## src/rtl/mem_port_arbiter.sv

```systemverilog
// Shares one single-ported memory between the instruction-fetch and data ports.
// Three-state FSM with fetch anti-starvation and a BUSY-state timeout abort.
module mem_port_arbiter #(
    parameter int unsigned DATA_STREAK_MAX = 4,
    parameter int unsigned WAIT_LIMIT      = 15
) (
    input  logic        clk,
    input  logic        reset,
    input  logic        if_req,
    input  logic [31:0] if_addr,
    output logic [31:0] if_rdata,
    output logic        if_valid,
    input  logic        d_req,
    input  logic        d_we,
    input  logic [31:0] d_addr,
    input  logic [31:0] d_wdata,
    output logic [31:0] d_rdata,
    output logic        d_valid,
    output logic        mem_req,
    output logic        mem_we,
    output logic [31:0] mem_addr,
    output logic [31:0] mem_wdata,
    input  logic [31:0] mem_rdata,
    input  logic        mem_ack,
    output logic        stall,
    output logic        err
);

    localparam int unsigned CNT_W = $clog2(WAIT_LIMIT + 1);
    localparam int unsigned STK_W = $clog2(DATA_STREAK_MAX + 1);
    localparam logic [31:0] ABORT_DATA = 32'hDEADBEEF;

    typedef enum logic [1:0] {
        ST_IDLE,
        ST_BUSY,
        ST_RESP
    } state_t;

    state_t           r_state;
    logic             r_owner_d;
    logic [CNT_W-1:0] r_wait_cnt;
    logic [STK_W-1:0] r_streak;

    logic w_any_req;
    logic w_grant_d;
    logic w_streak_full;
    logic w_timeout;

    // Data wins ties until it has starved a pending fetch DATA_STREAK_MAX times.
    assign w_any_req     = if_req | d_req;
    assign w_streak_full = (r_streak == STK_W'(DATA_STREAK_MAX));
    assign w_grant_d     = d_req & (~if_req | ~w_streak_full);
    assign w_timeout     = (r_wait_cnt == CNT_W'(WAIT_LIMIT - 1));

    assign stall = (if_req & ~if_valid) | (d_req & ~d_valid);

    always_ff @(posedge clk or negedge reset) begin
        if (!reset) begin
            r_state    <= ST_IDLE;
            r_owner_d  <= 1'b0;
            r_wait_cnt <= '0;
            r_streak   <= '0;
            mem_req    <= 1'b0;
            mem_we     <= 1'b0;
            mem_addr   <= 32'h0;
            mem_wdata  <= 32'h0;
            if_rdata   <= 32'h0;
            d_rdata    <= 32'h0;
            if_valid   <= 1'b0;
            d_valid    <= 1'b0;
            err        <= 1'b0;
        end else begin
            case (r_state)
                ST_IDLE: begin
                    if (w_any_req) begin
                        r_owner_d  <= w_grant_d;
                        r_wait_cnt <= '0;
                        mem_req    <= 1'b1;
                        mem_we     <= w_grant_d & d_we;
                        mem_addr   <= w_grant_d ? d_addr : if_addr;
                        mem_wdata  <= w_grant_d ? d_wdata : 32'h0;
                        if (!w_grant_d) begin
                            r_streak <= '0;
                        end else if (if_req && !w_streak_full) begin
                            r_streak <= r_streak + STK_W'(1);
                        end
                        r_state <= ST_BUSY;
                    end
                end
                ST_BUSY: begin
                    if (mem_ack || w_timeout) begin
                        mem_req  <= 1'b0;
                        mem_we   <= 1'b0;
                        if_valid <= ~r_owner_d;
                        d_valid  <= r_owner_d;
                        // A late ack on the expiry edge still counts as success.
                        err      <= ~mem_ack;
                        if (!mem_ack) begin
                            r_wait_cnt <= CNT_W'(WAIT_LIMIT);
                            if (r_owner_d) d_rdata  <= ABORT_DATA;
                            else           if_rdata <= ABORT_DATA;
                        end else if (!r_owner_d) begin
                            if_rdata <= mem_rdata;
                        end else if (!mem_we) begin
                            d_rdata <= mem_rdata;
                        end
                        r_state <= ST_RESP;
                    end else begin
                        r_wait_cnt <= r_wait_cnt + CNT_W'(1);
                    end
                end
                ST_RESP: begin
                    if_valid <= 1'b0;
                    d_valid  <= 1'b0;
                    err      <= 1'b0;
                    r_state  <= ST_IDLE;
                end
                default: begin
                    r_state <= ST_IDLE;
                end
            endcase
        end
    end

endmodule
```

## config.mk

```make
export PLATFORM = sky130hd
export DESIGN_NAME = mem_port_arbiter
export DESIGN_NICKNAME = d
export VERILOG_FILES = /design/src/rtl/mem_port_arbiter.sv
export SDC_FILE = /design/constraint.sdc
export NUM_CORES = 1
export LEC_CHECK = 0
export CORE_ASPECT_RATIO = 1.4
export CORE_UTILIZATION = 47
export DETAILED_ROUTE_END_ITERATION = 16
export GPL_ROUTABILITY_DRIVEN = 0
export PLACE_DENSITY = 0.86
export SLEW_MARGIN = 20
export SYNTH_ARGS = -nofsm -noshare
export SYNTH_HDL_FRONTEND = slang
export SYNTH_SLANG_ARGS = --single-unit
export TNS_END_PERCENT = 100
```

## constraint.sdc

```tcl
create_clock -name clk -period 4.4 [get_ports clk]
set_input_delay 0.88 -clock clk [delete_from_list [all_inputs] [get_ports clk]]
set_output_delay 0.88 -clock clk [all_outputs]
set_load 0.05 [all_outputs]
```

### Word level (Yosys, flattened, before mapping)

Cells that the tools add are included.

| word-level totals | value |
|---|---|
| flip-flop bits (word level) | 143 |
| output and inout bits | 134 |
| word-level logic and storage cells | 80 |

| cells by class | value |
|---|---|
| add/subtract/negate cells | 2 |
| eq/ne operators | 9 |
| muxes and demuxes | 29 |
| bitwise operators | 13 |
| reductions and logical operators | 14 |

Operators by type and width:

| kind | number |
|---|---|
| 32-bit 2-to-1 mux | 9 |
| 4-bit 2-to-1 mux | 3 |
| 3-bit AND reduction | 4 |
| 1-bit case mux with 2 select lines | 5 |
| 4-bit case mux with 2 select lines | 1 |
| 1-bit 2-to-1 mux | 6 |
| 3-bit 2-to-1 mux | 2 |
| 2-bit != test (second input constant) | 3 |
| 1-bit NOT | 6 |
| 2-bit AND reduction | 3 |
| 4-bit by 1-bit adder with 4-bit output (second input constant) | 1 |
| 1-bit bitwise AND | 4 |
| 4-bit equality test (second input constant) | 1 |
| 2-bit 2-to-1 mux | 2 |
| 2-bit case mux with 2 select lines | 1 |
| 4-bit AND reduction | 1 |
| 2-bit nonzero test | 2 |
| 3-bit by 1-bit adder with 3-bit output (second input constant) | 1 |
| 3-bit equality test (second input constant) | 1 |
| 3-bit != test (second input constant) | 1 |
| 1-bit OR | 3 |
| 2-bit by 1-bit equality test with 1-bit output (second input constant) | 1 |
| 2-bit equality test (second input constant) | 1 |
| 2-bit logical NOT | 1 |
| 4 further kinds | 4 |

### Logic depth before layout (Yosys ltp)

Gate-level depths: netlist of the first run.

| depth | value |
|---|---|
| depth after elaboration | 7 |
| depth in mapped cells | 7 |
| gate-level depth less buffers | 5 |

### Worst setup path before layout of the first run

No wires, ideal clock.

| path | value |
|---|---|
| kind | input to output |
| start | in d_req |
| end | out stall |
| arrival | 2.235 ns |
| required time | 3.520 ns |
| slack | 1.285 ns |
| stages | 4 |
| cells stage by stage | clkbuf_1 clkbuf_1 inv_1 o22ai_1 |

| between the ends | value |
|---|---|
| cells in the longest elaborated chain, start to end | 2 |

Ends and longest elaborated chain:

| item | line | RTL |
|---|---|---|
| from (decl) | 13 | `input logic d_req,` |
| 1-bit bitwise AND | 55 | `assign stall = (if_req & ~if_valid) \| (d_req & ~d_valid);` |
| 1-bit OR | 55 |  |
| to (decl) | 25 | `output logic stall,` |

Every way passes these cells.

### Final worst setup path of the first run

Same ends and word-level chain as after synthesis.

==> results of run 1 <==
metal layers:
metal	global-route usage [%]	vias to the layer above	wire length [um]
met1	33.8	2980	7650
met5	0	-	0
met4	10.9	0	478
met2	47.2	311	9990
met3	7.37	40	1710
li1	-	2699	-
Yosys cell counts (5+ instances only):
master,count
a22o_1,11
a2bb2oi_1,24
buf_2,24
buf_4,5
clkbuf_1,26
dfrtp_1,143
inv_1,38
nand2_1,22
nand2b_1,6
nand3_1,70
nand4_1,35
o211ai_1,7
o21ai_0,14
o221ai_2,28
o22a_1,24
o22ai_1,25
o2bb2ai_1,32
worst register-to-register path, cell delays in order (launching register included):
cell and delay, ns:
dfrtp_1 0.42, inv_1 0.08, ha_1 0.18, nand3_2 0.58, and2_2 0.81, mux2_4 0.39
layout by cell type, fill, tap and decap left out, types with 2 or more instances in the layout:
cell type	netlist	layout
and3_1	3	3
nand4_1	35	35
clkinv_2	0	2
o221ai_1	4	4
bufinv_16	0	5
inv_1	38	38
o22ai_1	25	25
a211oi_2	2	2
nor3b_1	2	2
o211ai_1	7	7
o21ai_0	14	14
nand3_1	70	70
or2_2	4	5
ha_1	4	4
o22a_1	24	24
o221ai_2	28	28
nand2_1	22	22
o2bb2ai_1	32	32
a21oi_1	2	2
clkinv_4	0	4
nor2_1	2	2
or3b_1	2	2
nand2b_1	6	6
buf_4	5	11
a2bb2oi_1	24	24
clkbuf_16	0	17
a22o_1	11	11
dfrtp_1	143	143
and2_2	0	2
clkdlybuf4s50_1	0	265
sequential cells by signal, indices dropped and copies added, names as in the netlist, 2 cells and up:
signal,flops
d_rdata,32
if_rdata,32
mem_addr,32
mem_wdata,32
r_wait_cnt,4
r_streak,3
r_state,2
cell type report:
cell class                      count  area, sq um  share of cell area (%)
Sequential cell                   143         3580                    36.0
Timing Repair Buffer              277         2750                    27.6
Multi-Input combinational cell    344         2590                    26.1
Clock buffer                       18          439                    4.42
Tap cell                          182          228                    2.29
Clock inverter                     13          211                    2.13
Inverter                           38          143                    1.44
power by group through the flow:
| stage | sequential, mW | combinational [mW] | clock (mW) |
|---|---|---|---|
| 6_report | 2.44 | 5.24 | 1.59 |
| 3_5_place_dp | 2.44 | 5.25 | 0 |
| 3_3_place_gp | 2.41 | 5.12 | 0 |
| 2_1_floorplan | 4.45 | 1.49 | 0 |
| 5_1_grt | 2.51 | 5.51 | 1.67 |
| 4_1_cts | 2.43 | 5.26 | 1.60 |
final timing paths:
| path | startpoint | end | slack (ns) | cells after the start |
|---|---|---|---|---|
| setup reg to reg | r_streak[0]$_DFFE_PN0P_ | r_owner_d$_DFFE_PN0P_ | 1.83 | 5 |
| min in group asynchronous | reset | d_rdata[4]$_DFFE_PN0P_ | 0.55 | 1 |
| max in group asynchronous | reset | mem_wdata[7]$_DFFE_PN0P_ | 2.93 | 2 |
| hold / removal | if_rdata[11]$_DFFE_PN0P_ | if_rdata[11]$_DFFE_PN0P_ | 0.48 | 1 |
| setup / recovery | d_req | stall | 1.36 | 5 |
| hold reg to reg | if_rdata[11]$_DFFE_PN0P_ | if_rdata[11]$_DFFE_PN0P_ | 0.48 | 1 |
cell families after synthesis:
group,after synthesis
buf+inv,100
simple gates,159
mux,1
compound gates,180
flops,143
fa+ha+maj,4
==> key figures, run 1 <==
Route
  • Vias: 6030
  • Post-DR wirelength/cell: 19.5 um
  • Drt initial violations: 224
  • DRT antenna net count: 0
  • DRC: 0
  • Final wirelength: 19800 um
  • Via density: 5.94
  • Drt pass-1 iters: 4

Power
  • Lkg Pwr: 4.00 nW
  • Net switching power: 4.45 mW
  • Pwr Density: 933 nW/um^2
  • Tot Pwr: 9.27 mW
  • Combinational share of power: 56.5%
  • Sw Ratio: 48.0%
  • Clock power share: 17.1%
  • Reg power frac: 26.4%
  • VDD IR max: 526 uV
  • Internal cell power: 4.82 mW

Worst setup path
  • Max FO, Critical Path: 39
  • Worst path most repeated cell: buf_4
  • Crit. End Element: output pin
  • Crit path kind: in -> out
  • Arrival time at the worst endpoint: 2.16 ns
  • Delay of the slowest cell on the worst path: 0.46 ns
  • Family with the most delay on the worst path: buffers and inverters
  • Worst setup SP type: input port
  • CP Cell Sequence: clkdlybuf4s50_1, buf_4, inv_1, o22ai_1, buf_4
  • CP Data Required Time: 3.52 ns
  • CP max-delay cell: clkdlybuf4s50_1
  • CP bufs+invs: 4

Final layout
  • Antenna diodes: 0
  • Fill cells: 945
  • Finished Core Util: 73.2%
  • Final Cell Area: 9930 sq um
  • Share of layout cells above drive strength 1: 10.7%
  • Nets@finish: 959
  • Layout Cells excl Fill: 1015
  • Layout area overhead: 50.2%

Synthesis
  • Main combinational cell family by area after synthesis: compound AO/OA/AOI/OAI gates
  • Number of distinct library cells after synthesis: 46
  • Register area share after synthesis: 54.1%
  • Compound-cell area share of the yosys netlist: 24.9%
  • Top cells by area, synth: dfrtp_1 (54%), o221ai_2 (6.4%), nand3_1 (5.3%)
  • Synth warn: 0
  • Synth area leader: dfrtp_1
  • Synth top area share: 54.1%
  • Synth Area in XOR/XNOR: 0%
  • Post-Synth Adder-Cell Area: 0.757%
  • Ys flop type: dfrtp_1
  • Number of synthesized register bits: 143
  • Mapped Area: 6610 sq um
  • Mapped Nets: 725
  • Mux cell area share after synthesis: 0.227%
  • Post-Syn Instances: 587
  • Async S/R FF share, synth: 100%
  • Synth Area in Simple Gates: 13.2%
  • Post-synth EDFFs: 0
  • Mean Syn Cell Area: 11.3 sq um

STA
  • Slew HR: 31.6%
  • Max Transition Viols Final: 0
  • Fin worst setup slack: 1.36 ns
  • RSZ-0062 raised after global routing: no
  • Worst-Margin Slew: 1.03 ns
  • Final TNS setup: 0 ns
  • Worst Skew: 0.00993 ns
  • Crit share post-route: 69.2%
  • WHS: 0.484 ns
  • FMAX: 0.329 GHz
  • Final-report hold violation count: 0
  • # setup viols final: 0
  • Fin crit period: 3.04 ns

Clock tree
  • Root buffer cell: clkbuf_16
  • CTS resizes: 0
  • CTS sink count: 143
  • Clk pin slew, worst setup/hold paths: 0.06 ns
  • Post-CTS setup buffers: 0
  • CTS H-tree depth: 4
  • CTS Buf Count: 17
  • Maximum root-to-sink buffer count: 2
  • Later-pin clock latency in the skew report: 0.41 ns
  • CTS tree: yes
  • Cts hold-fix bufs: 0

Floorplanning
  • Die Ht: 142 um
  • Initial core utilization: 48.7%
  • Die X: 102 um
  • # rows: 50
  • Core ar.: 13600 sq um
  • Die area: 14600 sq um
  • I/O pins: 268

Global route
  • Largest net degree at the start of global routing: 106
  • GRT Resource Usage Total: 28.0%
  • First-pass GRT wire length: 31500 um
  • Vias in the first global route: 6100
  • Total gr overflow: 0
  • Initial antenna violation count: 0

Placement
  • Place WS: 0.971 ns
  • Input/output buffers: 267
  • Placed Cells: 984
  • HPWL Detailed: 13600 um
  • Post-Place Cell Area: 9280 sq um

Flow run
  • Max-cap viol count: 0

Run status
  • Run status: finished, final reports clean

Hold path
  • Worst Hold Class: reg -> reg
Power figures use the tool's default switching activity.
==> run 2: changes to the inputs <==
--- a/config.mk
+++ b/config.mk
@@ -6,10 +6,10 @@
 export NUM_CORES = 1
 export LEC_CHECK = 0
 export CORE_ASPECT_RATIO = 1.4
-export CORE_UTILIZATION = 47
+export CORE_UTILIZATION = 44
 export DETAILED_ROUTE_END_ITERATION = 16
 export GPL_ROUTABILITY_DRIVEN = 0
-export PLACE_DENSITY = 0.86
+export PLACE_DENSITY = 0.81
 export SLEW_MARGIN = 20
 export SYNTH_ARGS = -nofsm -noshare
 export SYNTH_HDL_FRONTEND = slang
==> constraint.sdc (replaced) <==
create_clock -name clk -period 3.1 [get_ports clk]
set_input_delay 0.62 -clock clk [delete_from_list [all_inputs] [get_ports clk]]
set_output_delay 0.62 -clock clk [all_outputs]
set_load 0.05 [all_outputs]
==> run 2 against run 1 <==
  * Non-clock buffer count is 8 higher
  * Register-to-register slack worse by 1.2 ns
  * Global-route usage is 0.85 points lower
==> key figures, run 2 (synthesis gave the netlist of run 1 again) <==
Run status
  • Run status: finished, final reports clean

Worst setup path
  • Worst Reg-to-Reg Cells: 5 (unchanged)
  • Crit path depth: 1 (-4)
  • CP Data Required Time: 2.48 ns (-1.04 ns)
  • Max FO, Critical Path: 14 (-64%)
  • Delay of the slowest cell on the worst path: 0.88 ns (+0.42 ns)
  • Worst setup SP type: register
  • Worst R2R Setup Slack: 0.65 ns (-1.18 ns)
  • CP Cell Sequence: clkdlybuf4s50_1
  • Crit. End Element: output pin
  • CP bufs+invs: 1 (-3)
  • Worst r2r src: r_state[0]$_DFFE_PN0P_
  • Arrival time at the worst endpoint: 1.87 ns (-0.29 ns)
  • CP max-delay cell: clkdlybuf4s50_1
  • Reg2reg end: mem_wdata[22]$_DFFE_PN0P_
  • Family with the most delay on the worst path: buffers and inverters
  • Crit path kind: reg -> out

STA
  • Fin crit period: 2.49 ns
  • # setup viols final: 0 (unchanged)
  • RSZ-0062 raised after global routing: no
  • Slew HR: 29.4% (-2.1 points)
  • Final TNS setup: 0 ns (unchanged)
  • Final-report hold violation count: 0 (unchanged)
  • Crit share post-route: 80.3%
  • WHS: 0.201 ns (-0.283 ns)
  • Max Transition Viols Final: 0 (unchanged)
  • Worst Skew: 0.00693 ns (-0.00301 ns)
  • FMAX: 0.402 GHz
  • Worst-Margin Slew: 1.05 ns (+0.0272 ns)

Route
  • Drt pass-1 iters: 5 (+1)
  • Post-DR wirelength/cell: 19.7 um (+0.98%)
  • Drt initial violations: 303 (+35%)
  • Via density: 5.89 (-0.82%)
  • Final wirelength: 20300 um (+2.6%)
  • Vias: 6075 (+0.75%)
  • DRT antenna net count: 0 (unchanged)
  • DRC: 0 (unchanged)

Final layout
  • Most frequent cells in the layout: clkdlybuf4s50_1 (265), dfrtp_1 (143), nand3_1 (70), inv_1 (38), nand4_1 (35)
  • Layout Cells excl Fill: 1031 (+1.6%)
  • Layout area overhead: 50.8%
  • Nets@finish: 967 (+0.83%)
  • Antenna diodes: 0 (unchanged)
  • Fill cells: 1120 (+19%)
  • Commonest non-fill, non-tap cell in the layout: clkdlybuf4s50_1
  • Share of layout cells above drive strength 1: 11.5% (+0.84 points)

Clock tree
  • Post-CTS setup buffers: 0 (unchanged)
  • CTS Buf Count: 17 (unchanged)
  • Root buffer cell: clkbuf_16
  • CTS sink count: 143 (unchanged)
  • Cts hold-fix bufs: 0 (unchanged)
  • Later-pin clock latency in the skew report: 0.41 ns (about the same)
  • Maximum root-to-sink buffer count: 2 (unchanged)
  • Clk pin slew, worst setup/hold paths: 0.06 ns (about the same)
  • CTS resizes: 0 (unchanged)
  • CTS H-tree depth: 4 (unchanged)
  • CTS tree: yes

Global route
  • GRT Resource Usage Total: 27.1% (-0.85 points)
  • Largest net degree at the start of global routing: 106 (unchanged)
  • First-pass GRT wire length: 33100 um (+5.2%)
  • Total gr overflow: 0 (unchanged)
  • Vias in the first global route: 6429 (+5.4%)
  • Initial antenna violation count: 0 (unchanged)

Floorplanning
  • Core ar.: 14600 sq um (+7.4%)
  • I/O pins: 268 (unchanged)
  • Die X: 106 um (+3.3%)
  • Die area: 15500 sq um (+6.7%)
  • # rows: 52 (+4.0%)
  • Initial core utilization: 45.4% (-3.3 points)
  • Die Ht: 147 um (+3.3%)

Placement
  • Input/output buffers: 267 (unchanged)
  • HPWL Detailed: 14400 um (+6.1%)
  • Placed Cells: 999 (+1.5%)

Hold path
  • Worst Hold Class: in -> async

Power
  • Tot Pwr: 13.0 mW (+40%)
  • Pwr Density: 1300 nW/um^2 (+40%)
  • Lkg Pwr: 4.02 nW (+0.64%)
  • VDD IR max: 799 uV (+52%)

Flow run
  • Max-cap viol count: 0 (unchanged)
==> run 2: stage by stage <==
stage          util (%)  cell area [sq um]  worst slack [ns]
2_1_floorplan         -               6610             0.505
3_3_place_gp       64.3               9370             0.539
3_5_place_dp       64.3               9370             0.414
4_1_cts            68.4               9980             0.613
5_1_grt            68.4               9980             0.459
6_report           68.4               9980             0.612
==> run 2: layer usage <==
metal | global-route usage [%] | routed length (um)
met1 | 31.9 | 7950
met5 | 0 | 0
met2 | 47.6 | 10500
met3 | 6.92 | 1540
met4 | 10.1 | 395
==> run 2: how the worst max path moves through the flow <==
| stage | startpoint | endpoint | slack, ns |
|---|---|---|---|
| after floorplan | d_req | stall | 0.50 |
| after global placement | if_req | mem_addr[20]$_DFFE_PN0P_ | 0.54 |
| after detailed placement | if_req | mem_wdata[15]$_DFFE_PN0P_ | 0.41 |
| after CTS | mem_we$_DFFE_PN0P_ | mem_we | 0.61 |
| after global routing | r_state[0]$_DFFE_PN0P_ | mem_wdata[10]$_DFFE_PN0P_ | 0.46 |
| final | mem_we$_DFFE_PN0P_ | mem_we | 0.61 |
==> run 2: power by group <==
part | internal [mW] | switching, mW | total [mW]
registers | 2.78 | 0.687 | 3.46
logic | 2.65 | 4.83 | 7.48
clock network | 1.25 | 0.821 | 2.07
==> run 2: final cells by class <==
class	instances	area (sq um)	area share (%)
Sequential cell	143	3580	35.9
Timing Repair Buffer	285	2830	28.4
Multi-Input combinational cell	344	2580	25.9
Clock buffer	19	453	4.54
Tap cell	189	236	2.37
Clock inverter	13	150	1.51
Inverter	38	143	1.43
